--- src/rtl/printer_alarm_annunciator_pkg.sv ---
// Shared definitions for the printer alarm annunciator.
// Holds the per-channel acknowledge state encoding and the next-state function
// used by every alarm channel.
package printer_alarm_annunciator_pkg;

    typedef enum logic [1:0] {
        ST_NORMAL    = 2'b00,
        ST_UNACK     = 2'b01,
        ST_ACKED     = 2'b10,
        ST_RTN_UNACK = 2'b11
    } chan_state_t;

    // Acknowledge state machine transition. q is the qualified alarm level.
    // Re-assertion from RTN_UNACK wins over a simultaneous ack.
    function automatic chan_state_t chan_next(input chan_state_t s,
                                              input logic        q,
                                              input logic        ack);
        chan_state_t n;
        n = ST_NORMAL;
        case (s)
            ST_NORMAL:    n = q ? ST_UNACK : ST_NORMAL;
            ST_UNACK: begin
                if (q)        n = ack ? ST_ACKED  : ST_UNACK;
                else          n = ack ? ST_NORMAL : ST_RTN_UNACK;
            end
            ST_ACKED:     n = q ? ST_ACKED : ST_NORMAL;
            ST_RTN_UNACK: begin
                if (q)        n = ST_UNACK;
                else if (ack) n = ST_NORMAL;
                else          n = ST_RTN_UNACK;
            end
            default:      n = ST_NORMAL;
        endcase
        return n;
    endfunction

endpackage

--- src/rtl/alarm_channel.sv ---
// One alarm channel: glitch filter, qualified level register, acknowledge FSM
// and lamp decode.
//
// state        | meaning
// -------------+------------------------------------------------
// ST_NORMAL    | no alarm, lamp off
// ST_UNACK     | alarm active, not acknowledged, lamp blinks
// ST_ACKED     | alarm active, acknowledged, lamp steady on
// ST_RTN_UNACK | alarm cleared before ack, lamp blinks, silent
//
// Ports:
//   clk, rst      clock / async active-high reset
//   raw           raw alarm request
//   ack           operator acknowledge (level)
//   phase         blink phase from the top level
//   led           lamp drive
//   unack         channel is in ST_UNACK (feeds the buzzer)
//   pending       channel is not ST_NORMAL
module alarm_channel
    import printer_alarm_annunciator_pkg::*;
#(
    parameter int FILT = 4
) (
    input  logic clk,
    input  logic rst,
    input  logic raw,
    input  logic ack,
    input  logic phase,
    output logic led,
    output logic unack,
    output logic pending
);

    localparam int            CW       = (FILT > 1) ? $clog2(FILT) : 1;
    localparam logic [CW-1:0] CNT_LAST = CW'(FILT - 1);

    logic [CW-1:0] cnt_q, cnt_d;
    logic          q_q, q_d;
    chan_state_t   state_q, state_d;

    // Any cycle where raw agrees with q restarts the qualification window,
    // so only FILT consecutive disagreeing cycles move q.
    always_comb begin
        cnt_d = cnt_q;
        q_d   = q_q;
        if (raw == q_q) begin
            cnt_d = '0;
        end else if (cnt_q == CNT_LAST) begin
            q_d   = raw;
            cnt_d = '0;
        end else begin
            cnt_d = cnt_q + CW'(1);
        end
    end

    assign state_d = chan_next(state_q, q_q, ack);

    always_ff @(posedge clk or posedge rst) begin
        if (rst) begin
            cnt_q   <= '0;
            q_q     <= 1'b0;
            state_q <= ST_NORMAL;
        end else begin
            cnt_q   <= cnt_d;
            q_q     <= q_d;
            state_q <= state_d;
        end
    end

    always_comb begin
        led = 1'b0;
        case (state_q)
            ST_NORMAL:    led = 1'b0;
            ST_ACKED:     led = 1'b1;
            ST_UNACK:     led = phase;
            ST_RTN_UNACK: led = phase;
            default:      led = 1'b0;
        endcase
    end

    assign unack   = (state_q == ST_UNACK);
    assign pending = (state_q != ST_NORMAL);

endmodule

--- src/rtl/printer_alarm_annunciator.sv ---
// Operator-facing alarm annunciator: three filtered/acknowledged alarm
// channels, a free-running blink generator and the buzzer/pending logic.
//
// Ports:
//   clk, rst                 clock / async active-high reset
//   A, B, C                  raw alarm requests (C = multiple faults)
//   ack                      operator acknowledge (level)
//   led_a, led_b, led_c      alarm lamps
//   buzzer                   audible alarm (steady for C, blinking for A/B)
//   alarm_pending            any channel not NORMAL
module printer_alarm_annunciator
    import printer_alarm_annunciator_pkg::*;
#(
    parameter int FILT      = 4,
    parameter int BLINK_DIV = 8
) (
    input  logic clk,
    input  logic rst,
    input  logic A,
    input  logic B,
    input  logic C,
    input  logic ack,
    output logic led_a,
    output logic led_b,
    output logic led_c,
    output logic buzzer,
    output logic alarm_pending
);

    localparam int            BW        = (BLINK_DIV > 1) ? $clog2(BLINK_DIV) : 1;
    localparam logic [BW-1:0] BLINK_END = BW'(BLINK_DIV - 1);

    logic [BW-1:0] blink_cnt_q, blink_cnt_d;
    logic          phase_q, phase_d;
    logic          unack_a, unack_b, unack_c;
    logic          pend_a, pend_b, pend_c;

    always_comb begin
        blink_cnt_d = blink_cnt_q + BW'(1);
        phase_d     = phase_q;
        if (blink_cnt_q == BLINK_END) begin
            blink_cnt_d = '0;
            phase_d     = ~phase_q;
        end
    end

    always_ff @(posedge clk or posedge rst) begin
        if (rst) begin
            blink_cnt_q <= '0;
            phase_q     <= 1'b0;
        end else begin
            blink_cnt_q <= blink_cnt_d;
            phase_q     <= phase_d;
        end
    end

    alarm_channel #(.FILT(FILT)) u_ch_a (
        .clk(clk), .rst(rst), .raw(A), .ack(ack), .phase(phase_q),
        .led(led_a), .unack(unack_a), .pending(pend_a)
    );

    alarm_channel #(.FILT(FILT)) u_ch_b (
        .clk(clk), .rst(rst), .raw(B), .ack(ack), .phase(phase_q),
        .led(led_b), .unack(unack_b), .pending(pend_b)
    );

    alarm_channel #(.FILT(FILT)) u_ch_c (
        .clk(clk), .rst(rst), .raw(C), .ack(ack), .phase(phase_q),
        .led(led_c), .unack(unack_c), .pending(pend_c)
    );

    // C overrides with a continuous tone; RTN_UNACK is intentionally silent.
    assign buzzer        = unack_c | ((unack_a | unack_b) & phase_q);
    assign alarm_pending = pend_a | pend_b | pend_c;

endmodule

--- config.mk ---
export PLATFORM = sky130hd
export DESIGN_NAME = printer_alarm_annunciator
export DESIGN_NICKNAME = d
export VERILOG_FILES = /design/src/rtl/printer_alarm_annunciator_pkg.sv /design/src/rtl/alarm_channel.sv /design/src/rtl/printer_alarm_annunciator.sv
export SDC_FILE = /design/constraint.sdc
export NUM_CORES = 1
export LEC_CHECK = 0
export ABC_AREA = 1
export BUFFER_PORTS_ARGS = -buffer_cell sky130_fd_sc_hd__buf_2
export CAP_MARGIN = 10
export CELL_PAD_IN_SITES_DETAIL_PLACEMENT = 1
export CELL_PAD_IN_SITES_GLOBAL_PLACEMENT = 1
export CORE_UTILIZATION = 40
export CTS_CLUSTER_DIAMETER = 40
export DETAILED_ROUTE_END_ITERATION = 6
export GPL_TIMING_DRIVEN = 1
export PLACE_DENSITY_LB_ADDON = 0.1
export REMOVE_ABC_BUFFERS = 1
export SKIP_LAST_GASP = 1
export SLEW_MARGIN = 20
export SYNTH_ARGS = -nofsm -noshare
export SYNTH_HDL_FRONTEND = slang
export SYNTH_HIERARCHICAL = 1
export SYNTH_SLANG_ARGS = --single-unit
--- constraint.sdc ---
create_clock -name clk -period 1.4 [get_ports clk]
set_input_delay 0.28 -clock clk [delete_from_list [all_inputs] [get_ports clk]]
set_output_delay 0.28 -clock clk [all_outputs]
set_load 0.01 [all_outputs]
After elaboration in Yosys (flattened, before gate mapping)
Index checks and enable logic that the tools add are counted.
Widths: inputs -> output; s select.
{"block": "totals", "output_inout_bits": 5, "regBits": 19, "in_bits": 6, "memories": 0, "wordCells": 79, "mem_bits_rw": 0, "latchBits": 0, "mem_bits_ro": 0}
{"block": "classes", "n_eq_ne": 16, "n_mux": 27, "div_mod_pow": 0, "shift": 0, "order_cmp": 0, "bitwise_logic": 9, "n_mul": 0, "reduce_logical": 12, "addsub": 4}
{"op": "$mux 2", "n": 17}
{"op": "$pmux 2 s4", "n": 3}
{"op": "$eq 2x2->1 const B", "n": 9}
{"op": "$pmux 1 s3", "n": 3}
{"op": "$add 2x1->2 const B", "n": 3}
{"op": "$eq 2x1->1 const B", "n": 3}
{"op": "$logic_not 2->1", "n": 3}
{"op": "$reduce_and 2->1", "n": 3}
{"op": "$reduce_bool 2->1", "n": 3}
{"op": "$reduce_or 2->1", "n": 3}
{"op": "$not 1->1", "n": 4}
{"op": "$or 1x1->1", "n": 4}
{"op": "$add 3x1->3 const B", "n": 1}
{"op": "$eq 1x1->1", "n": 3}
{"op": "$eq 3x3->1 const B", "n": 1}
{"op": "$mux 1", "n": 3}
{"op": "$mux 3", "n": 1}
{"op": "$and 1x1->1", "n": 1}

Longest topological paths before layout
Gate-level depths: netlist of run 1.
{"block": "logic_depth", "ltp_word": 4, "ltp_mapped": 6, "ltp_nobuf": 6}

By module
Netlist of run 1, hierarchy kept.
{"module": "alarm_channel", "cells_each": 40, "instances": 3, "seq_area_each_um2": 125.1, "area_each_um2": 309.0}
{"module": "printer_alarm_annunciator", "cells_each": 15, "instances": 1, "seq_area_each_um2": 100.1, "area_each_um2": 165.2}

Worst setup path after synthesis of run 1
OpenSTA, ideal clock, no wires.
{"block": "synth_timing", "path_type": "register -> output", "startpoint": "register u_ch_b.state_q[0]", "endpoint": "output port buzzer", "n_path_buf": 0, "path_slack_ps": 367, "stages_incl_launch_ff": 5, "t_required_ps": 1120, "arrival_ps": 753, "cell_sequence": "dfrtp_1 inv_2 nor2_2 o21ai_0 nand2_1"}
{"block": "synth_via", "elab_chain_len": 4}
{"element": "from (decl)", "line_no": "alarm_channel.sv:39", "source": "chan_state_t state_q, state_d;"}
{"element": "from (signal assigned)", "line_no": "alarm_channel.sv:66", "source": "state_q <= state_d;"}
{"element": "$eq 2x1->1", "line_no": "alarm_channel.sv:81", "source": "assign unack = (state_q == ST_UNACK);"}
{"element": "via unack_b", "line_no": "printer_alarm_annunciator.sv:35", "source": "logic unack_a, unack_b, unack_c;"}
{"element": "$or 1x1->1", "line_no": "printer_alarm_annunciator.sv:73", "source": "assign buzzer = unack_c | ((unack_a | unack_b) & phase_q);"}
{"element": "$and 1x1->1", "line_no": "printer_alarm_annunciator.sv:73"}
{"element": "$or 1x1->1", "line_no": "printer_alarm_annunciator.sv:73"}
{"element": "to (decl)", "line_no": "printer_alarm_annunciator.sv:26", "source": "output logic buzzer,"}
The timed path passes the listed nets, and every way through them passes these cells.

Worst setup path in the final report of run 1
{"block": "layout_timing", "startpoint": "register u_ch_b.state_q[1]", "endpoint": "output port buzzer"}
Same word-level chain as after synthesis.

==> results of run 1 <==
-- cell usage in the layout, fill, tap and decap left out --
cell type	Yosys	final
xor2_1	1	1
o21ai_1	3	4
nor2_1	8	7
nand2_1	26	23
dlygate4sd3_1	0	1
clkinv_2	0	1
nor2_2	3	4
nand2_2	0	3
inv_2	12	12
or2_1	3	3
nand3_1	18	18
buf_2	0	10
clkbuf_4	0	3
dfrtp_2	0	3
o21a_1	3	3
ha_1	14	14
buf_4	0	9
inv_1	24	24
dfrtp_1	19	16
-- repair_timing --
action | in CTS | in global routing
resized for setup | 5 | 3
pin swaps | 4 | 5
endpoints found under the hold margin | 19 | 0
setup endpoints to repair | 5 | 5
hold buffers | 1 | 0
buffers inserted | 5 | 4
-- routing by layer --
metal,vias to the layer above,global-route usage
met4,0,0.0769
met2,14,0.327
met1,427,0.212
li1,457,-
met5,-,0
met3,2,0.0333
-- registers in the layout (all words and copies together), names as in the netlist --
| signal | cells |
|---|---|
| blink_cnt_q | 3 |
| phase_q | 1 |
| u_ch_a/cnt_q | 2 |
| u_ch_a/q_q | 1 |
| u_ch_a/state_q | 2 |
| u_ch_b/cnt_q | 2 |
| u_ch_b/q_q | 1 |
| u_ch_b/state_q | 2 |
| u_ch_c/cnt_q | 2 |
| u_ch_c/q_q | 1 |
| u_ch_c/state_q | 2 |
-- worst max-delay path, stage by stage (launching register included) --
cell	delay, ns
dfrtp_2	0.46
nor2_2	0.16
o21ai_1	0.08
nand2_1	0.06
buf_2	0.12
-- per-stage QoR --
stage	instance area, um^2	setup WS [ns]	std cells
6_report	1300	-0.0718	189
3_5_place_dp	1180	0.228	175
4_1_cts	1260	-0.0733	185
3_3_place_gp	1180	0.265	175
5_1_grt	1300	-0.141	189
2_1_floorplan	1090	0.367	135
-- final cells by class --
type | instances | share of cell area
Timing Repair Buffer | 20 | 0.0983
Clock buffer | 3 | 0.0173
Clock inverter | 1 | 0.00385
Inverter | 36 | 0.104
Multi-Input combinational cell | 80 | 0.379
Tap cell | 30 | 0.0289
Sequential cell | 19 | 0.369
-- logic make-up (layout without fill, tap and decap cells) --
family	Yosys count	in the layout
compound gates	7	7
fa+ha+maj	14	14
simple gates	58	58
buf+inv	36	60
xor+xnor	1	1
flops	19	19
-- where the power goes --
| part | switching (mW) | total, mW | internal (mW) | leakage (nW) |
|---|---|---|---|---|
| Sequential | 0.179 | 0.923 | 0.744 | 0.237 |
| Combinational | 0.685 | 1.24 | 0.559 | 0.509 |
| Clock | 0.178 | 0.285 | 0.107 | 0.0177 |
| Total | 1.04 | 2.45 | 1.41 | 0.764 |
-- how the worst max path moves through the flow --
stage	from	endpoint
5_1_grt	u_ch_b/state_q[1]	alarm_pending
6_report	u_ch_b/state_q[1]	buzzer
3_3_place_gp	u_ch_b/state_q[0]	buzzer
2_1_floorplan	u_ch_b/state_q[0]	buzzer
4_1_cts	u_ch_a/state_q[0]	buzzer
3_5_place_dp	u_ch_b/state_q[0]	buzzer
==> impl_metrics.env, run 1 <==
export IMPL_hold_path_cell_count=3
export IMPL_worst_hold_path_type="input pin to register"
export IMPL_fillerInstances=328
export IMPL_holdCritStartpoint="B"
export IMPL_post_synth_and_or_nand_nor_area_fraction=0.234
export IMPL_post_synth_main_area_contributors="dfrtp_1 44%, ha_1 16%, nand2_1 8.9%"
export IMPL_worst_slew_pin_slew_ns=0.210
export IMPL_coreArea_um2=2520
export IMPL_period_share=1.05
export IMPL_synth_commonest_cells="26 x nand2_1, 24 x inv_1, 19 x dfrtp_1"
export IMPL_route_layer_met1_wl_um=1000
export IMPL_met3_length_um=52
export IMPL_violations="setup timing"
export IMPL_synth_top_area_frac=0.435
export IMPL_dieHeight_um=54.3
export IMPL_rsz_0062_raised_after_global_routing="true"
export IMPL_cts_buffers=3
export IMPL_postLayoutSetupSlackWorst_ns=-0.0718
export IMPL_async_s_r_ff_share_synth=1.00
export IMPL_final_setup_viol_count=5
export IMPL_cts_num_sinks=19
export IMPL_syn_mean_instance_area_um2=8.09
export IMPL_postLayoutCoreUtil=0.515
export IMPL_power_density_nw_per_um2=1890
export IMPL_yosys_area_share_xor_xnor=0.00802
export IMPL_grt_start_max_net_pins=12
export IMPL_cts_tree="yes"
export IMPL_synth_most_common_cell="nand2_1"
export IMPL_ff2ff_path_depth=6
export IMPL_post_route_drc_count=0
export IMPL_maxUsedRoutingLayer="met4"
export IMPL_synth_edff_count=0
export IMPL_count_of_pins_over_their_slew_limit=0
export IMPL_initial_utilization=0.433
export IMPL_critPathRequiredTime_ns=1.12
export IMPL_fin_nets=180
export IMPL_io_pins=11
export IMPL_synth_warnings=6
export IMPL_muxShareOfSynthArea=0
export IMPL_timing_hold_violations_final=0
export IMPL_routed_via_count=900
export IMPL_r2r_start="u_ch_a/q_q"
export IMPL_clock_skew_final_ns=0.00494
export IMPL_grt_pass1_wl_um=3700
export IMPL_multi_input_area_um2=492
export IMPL_drt_iter0_drc=6
export IMPL_yosys_most_used_dff="dfrtp_1"
export IMPL_crit_path_end_kind="output pin"
export IMPL_seq_area_frac_synth=0.435
export IMPL_clock_tree_buffer_depth=2
export IMPL_cts_htree_levels=1
export IMPL_antenna_cells_inserted=0
export IMPL_critical_path_max_fanout=5
export IMPL_rows=18
export IMPL_antenna_violations_before_repair=0
export IMPL_wl_per_cell_um=12.1
export IMPL_ir_worst_vdd_uv=1130
export IMPL_power_static_leakage_nw=0.764
export IMPL_dpl_hpwl_um=1760
export IMPL_drt_antenna_violating_nets=0
export IMPL_max_slew_margin=0.860
export IMPL_globalplace_congestion=0.772
export IMPL_worst_hold_slack_ns=0.212
export IMPL_ys_ff_latch=19
export IMPL_post_route_cells_drive_above_1_share=0.283
export IMPL_reg_to_reg_end="u_ch_a/state_q[0]"
export IMPL_critical_path_startpoint_category="register"
export IMPL_clkSlewWorstSetupHoldPaths_ns=0.11
export IMPL_ctsRootBufferMaster="clkbuf_4"
export IMPL_netlist_area_um2=1090
export IMPL_hold_end="u_ch_b/q_q"
export IMPL_netlist_top_cell_by_area="dfrtp_1"
export IMPL_min_tclk_post_route_ns=1.47
export IMPL_drt_pass1_iterations=4
export IMPL_via_per_inst=4.76
export IMPL_die_width_um=54.3
export IMPL_number_of_distinct_standard_cells_referenced_by_the_synthesized_netlist=13
export IMPL_synthesized_area_fraction_occupied_by_ao_oa_aoi_and_oai_cells=0.0389
export IMPL_met2_wirelength_um=1190
export IMPL_synthesis_instances=135
export IMPL_clock_latency_ns=0.31
export IMPL_flow_area_growth_from_synthesis_pct=18.9
export IMPL_worstPathArrival_ns=1.19
export IMPL_setup_cp_type="register to output pin"
export IMPL_synthAdderAreaFrac=0.160
export IMPL_gr_total_overflow=0
export IMPL_maxCapViolCount=0
export IMPL_synth_top_family_by_area="simple AND/OR/NAND/NOR gates"
export IMPL_max_freq_ghz=0.679
export IMPL_total_power_mw=2.45
export IMPL_floorplan_die_area_um2=2940
export IMPL_buffer_ports_inserted=10
export IMPL_r2r_setup_slack_ns=0.31
export IMPL_finalWirelength_um=2280
export IMPL_run_status="complete, but fails checks"
export IMPL_seq_area_um2=479
export IMPL_vias_in_the_first_global_route=878
export IMPL_setup_total_negative_slack_ns=-0.213
export IMPL_grt_usage=0.183
No activity file was read; power rests on OpenSTA's default activity.
==> run 2, diff against run 1 <==
Settings changed: PLACE_DENSITY_LB_ADDON 0.1 to 0.08.
==> run 2 against run 1 <==
  * The run still ends with setup timing left
  * Fmax grew 1.1%
  * Utilization increased by 0.15 points
  * Clock power is 4% lower
  * Die area unchanged
  * Critical path type unchanged
  * Largest cell class unchanged
  * Largest power group unchanged
==> impl_metrics.env, run 2 (synthesized netlist as in run 1, its figures left out) <==
export IMPL_crit_path_end_kind="output pin"
export IMPL_final_cell_mix="24 x inv_1, 23 x nand2_1, 18 x dfrtp_1, 18 x nand3_1, 14 x ha_1"
export IMPL_antenna_violations_before_repair=0
export IMPL_clock_tree_buffer_depth=2
export IMPL_count_of_pins_over_their_slew_limit=0
export IMPL_fin_nets=181
export IMPL_holdCritStartpoint="B"
export IMPL_setup_total_negative_slack_ns=-0.105
export IMPL_finalWirelength_um=2240
export IMPL_grt_start_max_net_pins=11
export IMPL_sequential_cell_fraction_of_total_power=0.379
export IMPL_multi_input_area_um2=492
export IMPL_initial_utilization=0.433
export IMPL_coreArea_um2=2520
export IMPL_timing_hold_violations_final=0
export IMPL_cts_htree_levels=1
export IMPL_dp_cells=175
export IMPL_total_power_mw=2.42
export IMPL_clkPwrFrac=0.113
export IMPL_buffer_ports_inserted=10
export IMPL_ctsRootBufferMaster="clkbuf_4"
export IMPL_vias_in_the_first_global_route=873
export IMPL_post_route_drc_count=0
export IMPL_routed_via_count=902
export IMPL_antenna_cells_inserted=0
export IMPL_worstPathArrival_ns=1.18
export IMPL_worst_slew_pin_slew_ns=0.215
export IMPL_rsz_0062_raised_after_global_routing="true"
export IMPL_dpl_hpwl_um=1740
export IMPL_min_tclk_post_route_ns=1.46
export IMPL_grt_usage=0.176
export IMPL_globalplace_congestion=0.773
export IMPL_period_share=1.04
export IMPL_floorplan_die_area_um2=2940
export IMPL_power_internal_mw=1.41
export IMPL_max_slew_margin=0.856
export IMPL_io_pins=11
export IMPL_power_share_switching=0.418
export IMPL_share_comb_of_total_power=0.508
export IMPL_flow_area_growth_from_synthesis_pct=19.2
export IMPL_worst_hold_slack_ns=0.227
export IMPL_gr_total_overflow=0
export IMPL_startpoint="u_ch_a/state_q[0]"
export IMPL_critPathRequiredTime_ns=1.12
export IMPL_r2r_setup_slack_ns=0.29
export IMPL_drt_pass1_iterations=3
export IMPL_postLayoutSetupSlackWorst_ns=-0.0564
export IMPL_dieHeight_um=54.3
export IMPL_netSwitchingPower_mw=1.01
export IMPL_clkSlewWorstSetupHoldPaths_ns=0.10
export IMPL_cts_num_sinks=19
export IMPL_grt_pass1_wl_um=3500
export IMPL_seq_area_um2=477
export IMPL_regMostFlops="blink_cnt_q"
export IMPL_dpl_instance_area_um2=1180
export IMPL_cts_tree="yes"
export IMPL_largest_register_ff_count=3
export IMPL_clock_latency_ns=0.29
export IMPL_via_per_inst=4.75
export IMPL_wl_per_cell_um=11.8
export IMPL_fillerInstances=317
export IMPL_max_freq_ghz=0.687
export IMPL_drt_antenna_violating_nets=0
export IMPL_die_width_um=54.3
export IMPL_post_route_cell_area_um2=1300
export IMPL_run_status="complete, but fails checks"
export IMPL_clock_skew_final_ns=0.000268
export IMPL_final_setup_viol_count=3
export IMPL_setup_cp_type="register to output pin"
export IMPL_r2r_start="u_ch_c/q_q"
export IMPL_power_density_nw_per_um2=1860
export IMPL_final_cells=190
export IMPL_worst_hold_path_type="input pin to register"
export IMPL_cts_buffers=3
export IMPL_maxCapViolCount=0
export IMPL_rows=18
export IMPL_critical_path_max_fanout=4
export IMPL_ir_worst_vdd_uv=1070
export IMPL_post_route_cells_drive_above_1_share=0.269
export IMPL_critical_path_startpoint_category="register"
export IMPL_power_static_leakage_nw=0.770
export IMPL_drt_iter0_drc=7
export IMPL_final_common_cell="inv_1"
export IMPL_violations="setup timing"
## run 2: per-layer routing
metal / wire [um] / share of wire / GRT usage / vias to the layer above
li1: - / - / - / 458
met1: 1020 / 0.45 / 0.201 / 430
met2: 1140 / 0.51 / 0.315 / 10
met3: 34 / 0.015 / 0.0167 / 4
met4: 48 / 0.021 / 0.103 / 0
met5: 0 / 0 / 0 / -
## run 2: final cells by class
class	instances	area share
flip-flops and latches	19	0.366
multi-input cells	80	0.378
well taps	30	0.0288
inverters	36	0.104
clock buffers	4	0.0202
repair buffers	21	0.104
## run 2: final timing paths
check | endpoint | cells past startpoint
min in group asynchronous | phase_q | 3
worst min register to register | blink_cnt_q[0] | 1
worst max-delay path | buzzer | 5
worst max register to register | u_ch_c/state_q[1] | 5
max in group asynchronous | u_ch_c/state_q[1] | 3
worst min-delay path | u_ch_b/q_q | 3
## run 2: power groups by stage
stage               registers [mW]  clock network [mW]  logic, mW
floorplan                    0.891                   0      0.759
global placement             0.920                   0      0.971
detailed placement           0.939                   0       1.02
CTS                          0.914               0.279       1.20
global route                 0.942               0.302       1.41
finish                       0.919               0.273       1.23
## run 2: per-stage QoR
step           setup WS, ns   util
6_report            -0.0564  0.516
5_1_grt              -0.150  0.516
3_3_place_gp          0.268  0.468
3_5_place_dp          0.230  0.468
4_1_cts             -0.0528  0.508
2_1_floorplan         0.367      -
## run 2: worst max-delay path, cell delays in order (launching register included)
cell and delay (ns):
dfrtp_1 0.43, inv_2 0.10, nor2_2 0.05, o21ai_1 0.11, nand2_1 0.06, buf_2 0.13
## run 2: repair_timing
action / CTS / global route
cloned: 0 / 0
buffers inserted: 8 / 2
endpoints found under the hold margin: 19 / 0
setup endpoints to repair: 5 / 5
hold buffers: 1 / 0
gates resized for setup: 4 / 2
pin swaps: 2 / 3
==> run 3, diff against run 2 <==
Settings changed: CAP_MARGIN 10 to not set, HOLD_SLACK_MARGIN set to 0.1, PLACE_DENSITY_LB_ADDON 0.08 to 0.2.
==> run 3 against run 2 <==
  * The run still ends with setup timing left
  * Power grew 4.0%
  * Utilization up 1.6 points
  * Register-to-register slack got worse by 0.02 ns
  * Cell area up 3.2%
  * Critical endpoint is now alarm_pending
  * Highest routed layer unchanged
==> impl_metrics.env, run 3 (synthesized netlist as in run 1, its figures left out) <==
export IMPL_run_status="complete, but fails checks"
export IMPL_violations="setup timing"
export IMPL_r2r_start="u_ch_a/q_q"
export IMPL_fin_nets=185
export IMPL_period_share=1.05
export IMPL_post_route_drc_count=0
export IMPL_final_cell_mix="24 x inv_1, 23 x nand2_1, 18 x nand3_1"
export IMPL_post_route_cells_drive_above_1_share=0.299
export IMPL_die_width_um=54.3
export IMPL_postLayoutSetupSlackWorst_ns=-0.0722
export IMPL_grt_usage=0.177
export IMPL_dpl_hpwl_um=1690
export IMPL_worstPathArrival_ns=1.19
export IMPL_min_tclk_post_route_ns=1.47
export IMPL_flow_area_growth_from_synthesis_pct=23.0
export IMPL_coreArea_um2=2520
export IMPL_antenna_cells_inserted=0
export IMPL_floorplan_die_area_um2=2940
export IMPL_grt_pass1_wl_um=3640
export IMPL_worst_slew_pin_slew_ns=0.206
export IMPL_hold_end="u_ch_c/q_q"
export IMPL_holdCritStartpoint="C"
export IMPL_drt_antenna_violating_nets=0
export IMPL_cts_tree="yes"
export IMPL_max_freq_ghz=0.679
export IMPL_via_per_inst=4.65
export IMPL_ir_worst_vdd_uv=982
export IMPL_r2r_setup_slack_ns=0.27
export IMPL_rsz_0062_raised_after_global_routing="true"
export IMPL_grt_start_max_net_pins=13
export IMPL_clock_tree_buffer_depth=2
export IMPL_clock_skew_final_ns=0.00563
export IMPL_power_static_leakage_nw=0.788
export IMPL_finalWirelength_um=2260
export IMPL_worst_hold_slack_ns=0.226
export IMPL_critical_path_max_fanout=4
export IMPL_final_setup_viol_count=3
export IMPL_drt_iter0_drc=4
export IMPL_antenna_violations_before_repair=0
export IMPL_reg_to_reg_end="u_ch_a/state_q[1]"
export IMPL_ctsRootBufferMaster="clkbuf_4"
export IMPL_setup_cp_type="register to output pin"
export IMPL_routed_via_count=903
export IMPL_vias_in_the_first_global_route=882
export IMPL_clkSlewWorstSetupHoldPaths_ns=0.11
export IMPL_power_density_nw_per_um2=1880
export IMPL_final_cells=194
export IMPL_cts_buffers=3
export IMPL_buffer_ports_inserted=10
export IMPL_initial_utilization=0.433
export IMPL_io_pins=11
export IMPL_timing_hold_violations_final=0
export IMPL_maxCapViolCount=0
export IMPL_place_worst_setup_slack_ns=0.182
export IMPL_worst_hold_path_type="input pin to register"
export IMPL_final_common_cell="inv_1"
export IMPL_crit_path_end_kind="output pin"
export IMPL_critical_path_startpoint_category="register"
export IMPL_drt_pass1_iterations=2
export IMPL_regMostFlops="blink_cnt_q"
export IMPL_rows=18
export IMPL_max_slew_margin=0.862
export IMPL_cts_num_sinks=19
export IMPL_gr_total_overflow=0
export IMPL_critPathRequiredTime_ns=1.12
export IMPL_clock_latency_ns=0.29
export IMPL_dieHeight_um=54.3
export IMPL_hold_path_cell_count=3
export IMPL_cts_htree_levels=1
export IMPL_ff2ff_path_depth=5
export IMPL_globalplace_congestion=0.674
export IMPL_largest_register_ff_count=3
export IMPL_count_of_pins_over_their_slew_limit=0
export IMPL_wl_per_cell_um=11.7
export IMPL_dp_cells=175
-- run 3: worst max-delay path by stage --
stage / start / to
2_1_floorplan: u_ch_b/state_q[0] / buzzer
3_3_place_gp: u_ch_b/state_q[0] / buzzer
3_5_place_dp: u_ch_b/state_q[0] / buzzer
4_1_cts: u_ch_b/state_q[0] / buzzer
5_1_grt: u_ch_b/state_q[0] / alarm_pending
6_report: u_ch_b/state_q[0] / alarm_pending
-- run 3: layout make-up --
cell class,instances,area [um^2]
Fill cell,322,1180
Timing Repair Buffer,25,165
Clock inverter,1,7.51
Tap cell,30,37.5
Clock buffer,3,22.5
Sequential cell,19,478
Multi-Input combinational cell,80,498
Inverter,36,135
-- run 3: what timing repair did --
action | CTS | global route
pin swaps | 4 | 6
endpoints found under the hold margin | 19 | 0
setup buffers | 11 | 3
resized for setup | 1 | 7
hold buffers | 1 | 0
setup endpoints to repair | 4 | 5
-- run 3: power breakdown --
part           leakage, nW  switching, mW  internal, mW
Combinational        0.535          0.715         0.624
Clock               0.0139          0.161         0.108
Sequential           0.238          0.169         0.742
-- run 3: per-layer routing --
metal	track usage	wire (um)	vias up
met5	0	0	-
met4	0.0641	20	0
met3	0.0167	39	2
met2	0.331	1220	8
met1	0.206	986	432
li1	-	-	461
-- run 3: stage by stage --
step                area [um^2]  power, mW   util  setup TNS (ns)
finish                     1340       2.52  0.533          -0.167
global route               1340       2.78  0.533          -0.459
CTS                        1300       2.44  0.516          -0.119
detailed placement         1180       1.97  0.468               0
global placement           1180       1.87  0.468               0
floorplan                  1090       1.65      -               0
-- run 3: critical path, cell delays in order, from the launching register on --
cell and delay (ns):
dfrtp_1 0.41, inv_2 0.11, nand2_2 0.07, nor2_1 0.12
nand2_1 0.06, buf_2 0.13
